File: src/rtl/column_cast_sequencer_if.sv
// Signal bundle between the column sequencer, the ray caster, the column buffer
// and the frame requester. master = sequencer side, slave = environment side.
interface column_cast_sequencer_if;
  logic        frame_req;
  logic [6:0]  pose_angle;
  logic [15:0] pose_x;
  logic [15:0] pose_y;

  logic        cast_start;
  logic [8:0]  cast_x;
  logic [6:0]  cast_angle;
  logic [15:0] cast_pos_x;
  logic [15:0] cast_pos_y;
  logic        cast_busy;
  logic        cast_done;
  logic [7:0]  line_height;
  logic [3:0]  line_color;

  logic        fb_we;
  logic [8:0]  fb_addr;
  logic [19:0] fb_wdata;
  logic        fb_bank;
  logic        disp_bank;
  logic        frame_done;
  logic [12:0] frame_count;
  logic        timeout_err;

  modport master (
    input  frame_req, pose_angle, pose_x, pose_y,
    input  cast_busy, cast_done, line_height, line_color,
    output cast_start, cast_x, cast_angle, cast_pos_x, cast_pos_y,
    output fb_we, fb_addr, fb_wdata, fb_bank, disp_bank,
    output frame_done, frame_count, timeout_err
  );

  modport slave (
    output frame_req, pose_angle, pose_x, pose_y,
    output cast_busy, cast_done, line_height, line_color,
    input  cast_start, cast_x, cast_angle, cast_pos_x, cast_pos_y,
    input  fb_we, fb_addr, fb_wdata, fb_bank, disp_bank,
    input  frame_done, frame_count, timeout_err
  );
endinterface

File: src/rtl/column_cast_sequencer.sv
// Frame sequencer: latches a pose, casts columns 0..WIDTH-1 one at a time, writes
// top/bottom bounds into the back bank and swaps banks only after a full frame.
module column_cast_sequencer #(
  parameter int unsigned WIDTH   = 320,
  parameter int unsigned HEIGHT  = 240,
  parameter int unsigned TIMEOUT = 1023
) (
  input logic                      CLK,
  input logic                      rst,
  column_cast_sequencer_if.master  bus
);

  localparam logic [8:0] LAST_COL = 9'(WIDTH - 1);
  localparam logic [7:0] HEIGHT_B = 8'(HEIGHT);
  localparam logic [9:0] TMO_LAST = 10'(TIMEOUT - 1);

  typedef enum logic [2:0] {
    S_IDLE, S_LATCH, S_ISSUE, S_WAIT, S_WRITE, S_NEXT, S_SWAP
  } state_e;

  typedef struct packed {
    logic [6:0]  angle;
    logic [15:0] x;
    logic [15:0] y;
  } pose_t;

  state_e      state_q, state_d;
  logic [8:0]  col_q, col_d;
  logic        pending_q, pending_d;
  logic [9:0]  tmo_q, tmo_d;
  pose_t       pose_q, pose_d;
  logic        cast_start_q, cast_start_d;
  logic [8:0]  cast_x_q, cast_x_d;
  logic        fb_we_q, fb_we_d;
  logic [8:0]  fb_addr_q, fb_addr_d;
  logic [19:0] fb_wdata_q, fb_wdata_d;
  logic        disp_bank_q, disp_bank_d;
  logic        frame_done_q, frame_done_d;
  logic [12:0] frame_count_q, frame_count_d;
  logic        timeout_err_q, timeout_err_d;

  // Clamp to the screen and centre the wall slice vertically.
  function automatic logic [19:0] pack_column(input logic [7:0] h_raw, input logic [3:0] color);
    logic [7:0] h, top, bottom;
    h      = (h_raw > HEIGHT_B) ? HEIGHT_B : h_raw;
    top    = (HEIGHT_B - h) >> 1;
    bottom = top + h;
    return {bottom, top, color};
  endfunction

  always_comb begin
    // NOTE: every _d gets a default first so no path leaves a latch behind.
    state_d       = state_q;
    col_d         = col_q;
    pending_d     = pending_q;
    tmo_d         = tmo_q;
    pose_d        = pose_q;
    cast_start_d  = 1'b0;
    cast_x_d      = cast_x_q;
    fb_we_d       = 1'b0;
    fb_addr_d     = fb_addr_q;
    fb_wdata_d    = fb_wdata_q;
    disp_bank_d   = disp_bank_q;
    frame_done_d  = 1'b0;
    frame_count_d = frame_count_q;
    timeout_err_d = timeout_err_q;

    if (state_q != S_IDLE && bus.frame_req) pending_d = 1'b1;

    // cast_start is registered, so the launch decision is made on the edge that
    // enters (or stays in) ISSUE; the ISSUE cycle carrying the pulse then moves on.
    unique case (state_q)
      S_IDLE: begin
        if (bus.frame_req || pending_q) begin
          pending_d = 1'b0;
          state_d   = S_LATCH;
        end
      end
      S_LATCH: begin
        pose_d       = '{angle: bus.pose_angle, x: bus.pose_x, y: bus.pose_y};
        col_d        = '0;
        cast_x_d     = '0;
        cast_start_d = ~bus.cast_busy;
        state_d      = S_ISSUE;
      end
      S_ISSUE: begin
        if (cast_start_q) begin
          tmo_d   = '0;
          state_d = S_WAIT;
        end else begin
          cast_x_d     = col_q;
          cast_start_d = ~bus.cast_busy;
        end
      end
      S_WAIT: begin
        if (bus.cast_done) begin
          fb_we_d    = 1'b1;
          fb_addr_d  = col_q;
          fb_wdata_d = pack_column(bus.line_height, bus.line_color);
          state_d    = S_WRITE;
        end else if (tmo_q == TMO_LAST) begin
          fb_we_d       = 1'b1;
          fb_addr_d     = col_q;
          fb_wdata_d    = pack_column(8'd0, 4'd0);
          timeout_err_d = 1'b1;
          state_d       = S_WRITE;
        end else begin
          tmo_d = tmo_q + 10'd1;
        end
      end
      S_WRITE: state_d = S_NEXT;
      S_NEXT: begin
        if (col_q == LAST_COL) begin
          disp_bank_d   = ~disp_bank_q;
          frame_done_d  = 1'b1;
          frame_count_d = frame_count_q + 13'd1;
          state_d       = S_SWAP;
        end else begin
          col_d        = col_q + 9'd1;
          cast_x_d     = col_q + 9'd1;
          cast_start_d = ~bus.cast_busy;
          state_d      = S_ISSUE;
        end
      end
      S_SWAP:  state_d = S_IDLE;
      default: state_d = S_IDLE;
    endcase
  end

  always_ff @(posedge CLK) begin
    // NOTE: state updates use <= so every register samples pre-edge values.
    if (rst) begin
      state_q       <= S_IDLE;
      col_q         <= '0;
      pending_q     <= 1'b0;
      tmo_q         <= '0;
      pose_q        <= '0;
      cast_start_q  <= 1'b0;
      cast_x_q      <= '0;
      fb_we_q       <= 1'b0;
      fb_addr_q     <= '0;
      fb_wdata_q    <= '0;
      disp_bank_q   <= 1'b0;
      frame_done_q  <= 1'b0;
      frame_count_q <= '0;
      timeout_err_q <= 1'b0;
    end else begin
      state_q       <= state_d;
      col_q         <= col_d;
      pending_q     <= pending_d;
      tmo_q         <= tmo_d;
      pose_q        <= pose_d;
      cast_start_q  <= cast_start_d;
      cast_x_q      <= cast_x_d;
      fb_we_q       <= fb_we_d;
      fb_addr_q     <= fb_addr_d;
      fb_wdata_q    <= fb_wdata_d;
      disp_bank_q   <= disp_bank_d;
      frame_done_q  <= frame_done_d;
      frame_count_q <= frame_count_d;
      timeout_err_q <= timeout_err_d;
    end
  end

  assign bus.cast_start  = cast_start_q;
  assign bus.cast_x      = cast_x_q;
  assign bus.cast_angle  = pose_q.angle;
  assign bus.cast_pos_x  = pose_q.x;
  assign bus.cast_pos_y  = pose_q.y;
  assign bus.fb_we       = fb_we_q;
  assign bus.fb_addr     = fb_addr_q;
  assign bus.fb_wdata    = fb_wdata_q;
  assign bus.fb_bank     = ~disp_bank_q;
  assign bus.disp_bank   = disp_bank_q;
  assign bus.frame_done  = frame_done_q;
  assign bus.frame_count = frame_count_q;
  assign bus.timeout_err = timeout_err_q;

endmodule

File: src/flat_wrapper.sv
// flat-port wrapper written by rule: the top's interface ports become plain ports
module column_cast_sequencer_flat 
#(
  parameter int unsigned WIDTH   = 320,
  parameter int unsigned HEIGHT  = 240,
  parameter int unsigned TIMEOUT = 1023
)
  (CLK, rst, bus_frame_req, bus_pose_angle, bus_pose_x, bus_pose_y, bus_cast_busy, bus_cast_done, bus_line_height, bus_line_color, bus_cast_start, bus_cast_x, bus_cast_angle, bus_cast_pos_x, bus_cast_pos_y, bus_fb_we, bus_fb_addr, bus_fb_wdata, bus_fb_bank, bus_disp_bank, bus_frame_done, bus_frame_count, bus_timeout_err);
  column_cast_sequencer_if bus_i ();
  input logic CLK;
  input logic rst;
  input wire logic [$bits(bus_i.frame_req)-1:0] bus_frame_req;
  input wire logic [$bits(bus_i.pose_angle)-1:0] bus_pose_angle;
  input wire logic [$bits(bus_i.pose_x)-1:0] bus_pose_x;
  input wire logic [$bits(bus_i.pose_y)-1:0] bus_pose_y;
  input wire logic [$bits(bus_i.cast_busy)-1:0] bus_cast_busy;
  input wire logic [$bits(bus_i.cast_done)-1:0] bus_cast_done;
  input wire logic [$bits(bus_i.line_height)-1:0] bus_line_height;
  input wire logic [$bits(bus_i.line_color)-1:0] bus_line_color;
  output wire logic [$bits(bus_i.cast_start)-1:0] bus_cast_start;
  output wire logic [$bits(bus_i.cast_x)-1:0] bus_cast_x;
  output wire logic [$bits(bus_i.cast_angle)-1:0] bus_cast_angle;
  output wire logic [$bits(bus_i.cast_pos_x)-1:0] bus_cast_pos_x;
  output wire logic [$bits(bus_i.cast_pos_y)-1:0] bus_cast_pos_y;
  output wire logic [$bits(bus_i.fb_we)-1:0] bus_fb_we;
  output wire logic [$bits(bus_i.fb_addr)-1:0] bus_fb_addr;
  output wire logic [$bits(bus_i.fb_wdata)-1:0] bus_fb_wdata;
  output wire logic [$bits(bus_i.fb_bank)-1:0] bus_fb_bank;
  output wire logic [$bits(bus_i.disp_bank)-1:0] bus_disp_bank;
  output wire logic [$bits(bus_i.frame_done)-1:0] bus_frame_done;
  output wire logic [$bits(bus_i.frame_count)-1:0] bus_frame_count;
  output wire logic [$bits(bus_i.timeout_err)-1:0] bus_timeout_err;
  assign bus_i.frame_req = bus_frame_req;
  assign bus_i.pose_angle = bus_pose_angle;
  assign bus_i.pose_x = bus_pose_x;
  assign bus_i.pose_y = bus_pose_y;
  assign bus_i.cast_busy = bus_cast_busy;
  assign bus_i.cast_done = bus_cast_done;
  assign bus_i.line_height = bus_line_height;
  assign bus_i.line_color = bus_line_color;
  assign bus_cast_start = bus_i.cast_start;
  assign bus_cast_x = bus_i.cast_x;
  assign bus_cast_angle = bus_i.cast_angle;
  assign bus_cast_pos_x = bus_i.cast_pos_x;
  assign bus_cast_pos_y = bus_i.cast_pos_y;
  assign bus_fb_we = bus_i.fb_we;
  assign bus_fb_addr = bus_i.fb_addr;
  assign bus_fb_wdata = bus_i.fb_wdata;
  assign bus_fb_bank = bus_i.fb_bank;
  assign bus_disp_bank = bus_i.disp_bank;
  assign bus_frame_done = bus_i.frame_done;
  assign bus_frame_count = bus_i.frame_count;
  assign bus_timeout_err = bus_i.timeout_err;
  column_cast_sequencer #(.WIDTH(WIDTH), .HEIGHT(HEIGHT), .TIMEOUT(TIMEOUT)) u_core (.CLK(CLK), .rst(rst), .bus(bus_i));
endmodule
File: config.mk
export PLATFORM = sky130hd
export DESIGN_NAME = column_cast_sequencer_flat
export DESIGN_NICKNAME = d
export VERILOG_FILES = /design/src/rtl/column_cast_sequencer_if.sv /design/src/rtl/column_cast_sequencer.sv /design/src/flat_wrapper.sv
export SDC_FILE = /design/constraint.sdc
export NUM_CORES = 1
export LEC_CHECK = 0
export BUFFER_PORTS_ARGS = -buffer_cell sky130_fd_sc_hd__buf_2
export CAP_MARGIN = 20
export CORE_UTILIZATION = 35
export DETAILED_ROUTE_END_ITERATION = 6
export PLACE_DENSITY = 0.66
export SKIP_LAST_GASP = 1
export SLEW_MARGIN = 20
export SYNTH_ARGS = -nofsm -noshare
export SYNTH_HDL_FRONTEND = slang
export SYNTH_SLANG_ARGS = --single-unit
File: constraint.sdc
create_clock -name CLK -period 3 [get_ports CLK]
set_clock_uncertainty 0.05 [all_clocks]
set_input_delay 0.15 -clock CLK [delete_from_list [all_inputs] [get_ports CLK]]
set_output_delay 0.15 -clock CLK [all_outputs]
set_load 0.02 [all_outputs]
==> results.toml <==
[status]
outcome = "complete, no violations"

[timing]
fmaxAchievable_ghz = 0.404
post-route-min-period_ns = 2.47
tightestPinTransition_ns = 0.714
rsz0062_at_grt = "no"
finalSetupViolCount = 0
hold_viol_final = 0
fin_crit_sh_pct = 82.5
max_slew_margin_pct = 52.4
tns_ns = 0
slew_viol_final = 0

[critical_path]
cp_top_family = "simple AND/OR/NAND/NOR gates"
worstPathCellList = "buf_2, nand4_1, nand2_1, ha_1, o21ai_0, nand3_1, xor2_1, ha_1, or2_2, o221a_2, nor3b_1, nand2_1, and4_1, o41ai_1"
required_ns = 3.26
cp-end-kind = "flop"
path_max_fanout = 7
arrival_ns = 2.73
critical_path_class = "in -> reg"
slowest_stage = "nand4_1"
startpoint_type = "input port"
critPathBufInv = 1
crit_path_max_incr_delay_ns = 0.28

[yosys]
ys_ff_latch = 117
async_flop_share_pct = 0
ys_warn_count = 0
syn_inst = 626
yosysTopAreaCell = "dfxtp_1"
ys_seq_area_share_pct = 46.1
syn_area_per_cell_um2 = 8.11
synth_area_um2 = 5080
synthDominantCellAreaShare_pct = 46.1
synth_edf_count = 0
synth_cell_type_count = 60
synth_nets = 691
yosys_most_used_dff = "dfxtp_1"
ys_top_cells_by_area = "dfxtp_1 (46%), nand2_1 (8.9%), a21oi_1 (7.2%), nor2_1 (6.0%), xor2_1 (3.1%)"

[die]
die_w_um = 122
placementRows = 43
coreArea_um2 = 14000
start_util_pct = 36.2
dieHeight_um = 122
die_area_um2 = 15000
ios = 152

[power_and_ir_drop]
ir_drop_mv = 0.380
leakagePower_nw = 2.97
p_per_area_nw_per_um2 = 597

[global_route]
grt_max_degree = 70
track_usage_pct = 18.6
grt_pass1_vias = 4523
grt_overflow = 0
grt_antenna_before_repair = 0
grt_pass1_wl_um = 21800

[routing]
dr.pass1.iters = 6
drc = 0
vias = 4922
ant_nets = 0
post_drt_wl_per_cell_um = 13.8
totalWireLength_um = 13700
drtIter0Drc = 284
via_per_inst = 4.93

[cts]
clock_latency_ns = 0.41
cts_tree = "yes"
cts_buffer_depth = 2
postCtsSetupBuffers = 0
cts-root-buf = "clkbuf_16"
cts_resized = 0
cts-buffers-inserted = 17
cts_hold_buffers = 45
h-tree-depth = 4
path_clk_slew_ns = 0.05
cts_sinks = 117

[cells_and_area]
final_cell_area_um2 = 6980
drive_gt1_share_pct = 25.3
utilization_pct = 49.7
diodes = 0
nets = 871
areaGrowthSynthToFinish_pct = 37.5

[placed_design]
gp_congestion = 0.883
dpl.hpwl_um = 8790
dpl_cell_area_um2 = 5940
io_buffers = 150

[job]
maxCapViolCount = 0

[worst_hold_path]
hp-class = "in -> reg"
## where the power goes
| part | switching (mW) | total (mW) | internal, mW |
|---|---|---|---|
| sequential | 0.0357 | 1.65 | 1.62 |
| clock | 0.692 | 2.00 | 1.30 |
| combinational | 0.312 | 0.515 | 0.203 |
## flip-flops by register name (all words and copies together), names as in the netlist
name / cells
u_core.pending_q: 1
u_core.bus.frame_count: 13
u_core.bus.cast_start: 1
u_core.bus.timeout_err: 1
u_core.col_q: 9
u_core.bus.fb_we: 1
u_core.bus.fb_wdata: 19
u_core.bus.cast_pos_y: 16
u_core.bus.frame_done: 1
u_core.bus.cast_angle: 7
u_core.state_q: 3
u_core.tmo_q: 10
u_core.bus.cast_pos_x: 16
u_core.bus.fb_addr: 9
u_core.bus.cast_x: 9
u_core.bus.disp_bank: 1
## per-stage QoR
stage | power, mW | setup slack [ns] | hold slack, ns | instances
global route | 4.35 | 0.278 | 0.0995 | 999
global placement | 2.15 | 0.219 | 0.295 | 922
finish | 4.17 | 0.526 | 0.0822 | 999
floorplan | 2.01 | 0.376 | 0.183 | 626
CTS | 4.22 | 0.552 | 0.0518 | 999
detailed placement | 2.15 | 0.0877 | 0.290 | 922
## cell usage after synthesis (4+ instances only)
library cell and number:
nand2_1 121, dfxtp_1 117, o21ai_0 12, a31oi_1 4, nor3_1 16, a21oi_1 73
nand3_1 15, o221a_2 6, nand2b_1 6, ha_1 9, xor2_1 18, xnor2_1 13
clkbuf_1 32, a211oi_1 7, and3_1 6, a22oi_1 10, nor2_1 81, buf_2 6
inv_1 10, and4_1 4, nand4_1 5
## layout make-up
type | instances | area (um^2)
multi-input cells | 455 | 2510
repair buffers | 204 | 1270
inverters | 11 | 41.3
clock buffers | 24 | 492
clock inverters | 8 | 97.6
fillers | 1344 | 7060
flip-flops and latches | 117 | 2340
well taps | 180 | 225
## routing by layer
layer	track usage (%)	share of wire, %	up-vias
met1	23.3	44	2245
met5	0	0	-
met3	6.32	5.4	35
met2	28.0	47	133
li1	-	-	2509
met4	10.1	3.3	0
## placed cells by master, fill, tap and decap left out, types with 4 or more instances in the layout
| master | netlist | routed |
|---|---|---|
| buf_2 | 6 | 149 |
| nand2_1 | 121 | 121 |
| dfxtp_1 | 117 | 117 |
| nor2_1 | 81 | 80 |
| a21oi_1 | 73 | 73 |
| dlygate4sd3_1 | 0 | 45 |
| xor2_1 | 18 | 18 |
| clkbuf_16 | 0 | 17 |
| nor3_1 | 16 | 16 |
| nand3_1 | 15 | 15 |
| xnor2_1 | 13 | 13 |
| o21ai_0 | 12 | 11 |
| inv_1 | 10 | 10 |
| a22oi_1 | 10 | 10 |
| buf_4 | 3 | 10 |
| ha_1 | 9 | 9 |
| a211oi_1 | 7 | 7 |
| nand2b_1 | 6 | 6 |
| and3_1 | 6 | 6 |
| o221a_2 | 6 | 6 |
| nand4_1 | 5 | 5 |
| and4_1 | 4 | 4 |
| a31oi_1 | 4 | 4 |
| clkbuf_8 | 0 | 4 |
## path summary, 6_finish.rpt
path	start	endpoint	slack, ns	cells past startpoint
worst max-delay path	bus_line_height[5]	u_core.bus.fb_wdata[19]	0.53	14
worst min-delay path	bus_line_height[1]	u_core.bus.fb_wdata[12]	0.08	3
worst max register to register	u_core.col_q[1]	u_core.bus.frame_count[10]	0.59	7
worst min register to register	u_core.bus.cast_pos_x[11]	u_core.bus.cast_pos_x[11]	0.40	2
## cells by family after synthesis
group,synth area share [%]
other,0.0738
xor gates and xnor gates,5.35
AOI/OAI and AO/OA,17.0
DFF,46.1
adders and majority gates,2.41
muxes,0.394
and+or+nand+nor,24.1
buffers and inverters,4.51
## worst register-to-register path, delay by kind of cell (launching register included)
kind / cells / cell delay, ns
DFF: 1 / 0.46
and+or+nand+nor: 5 / 1.32
xor gates and xnor gates: 1 / 0.16
adders and majority gates: 1 / 0.31
(Power assumes the default switching activity.)
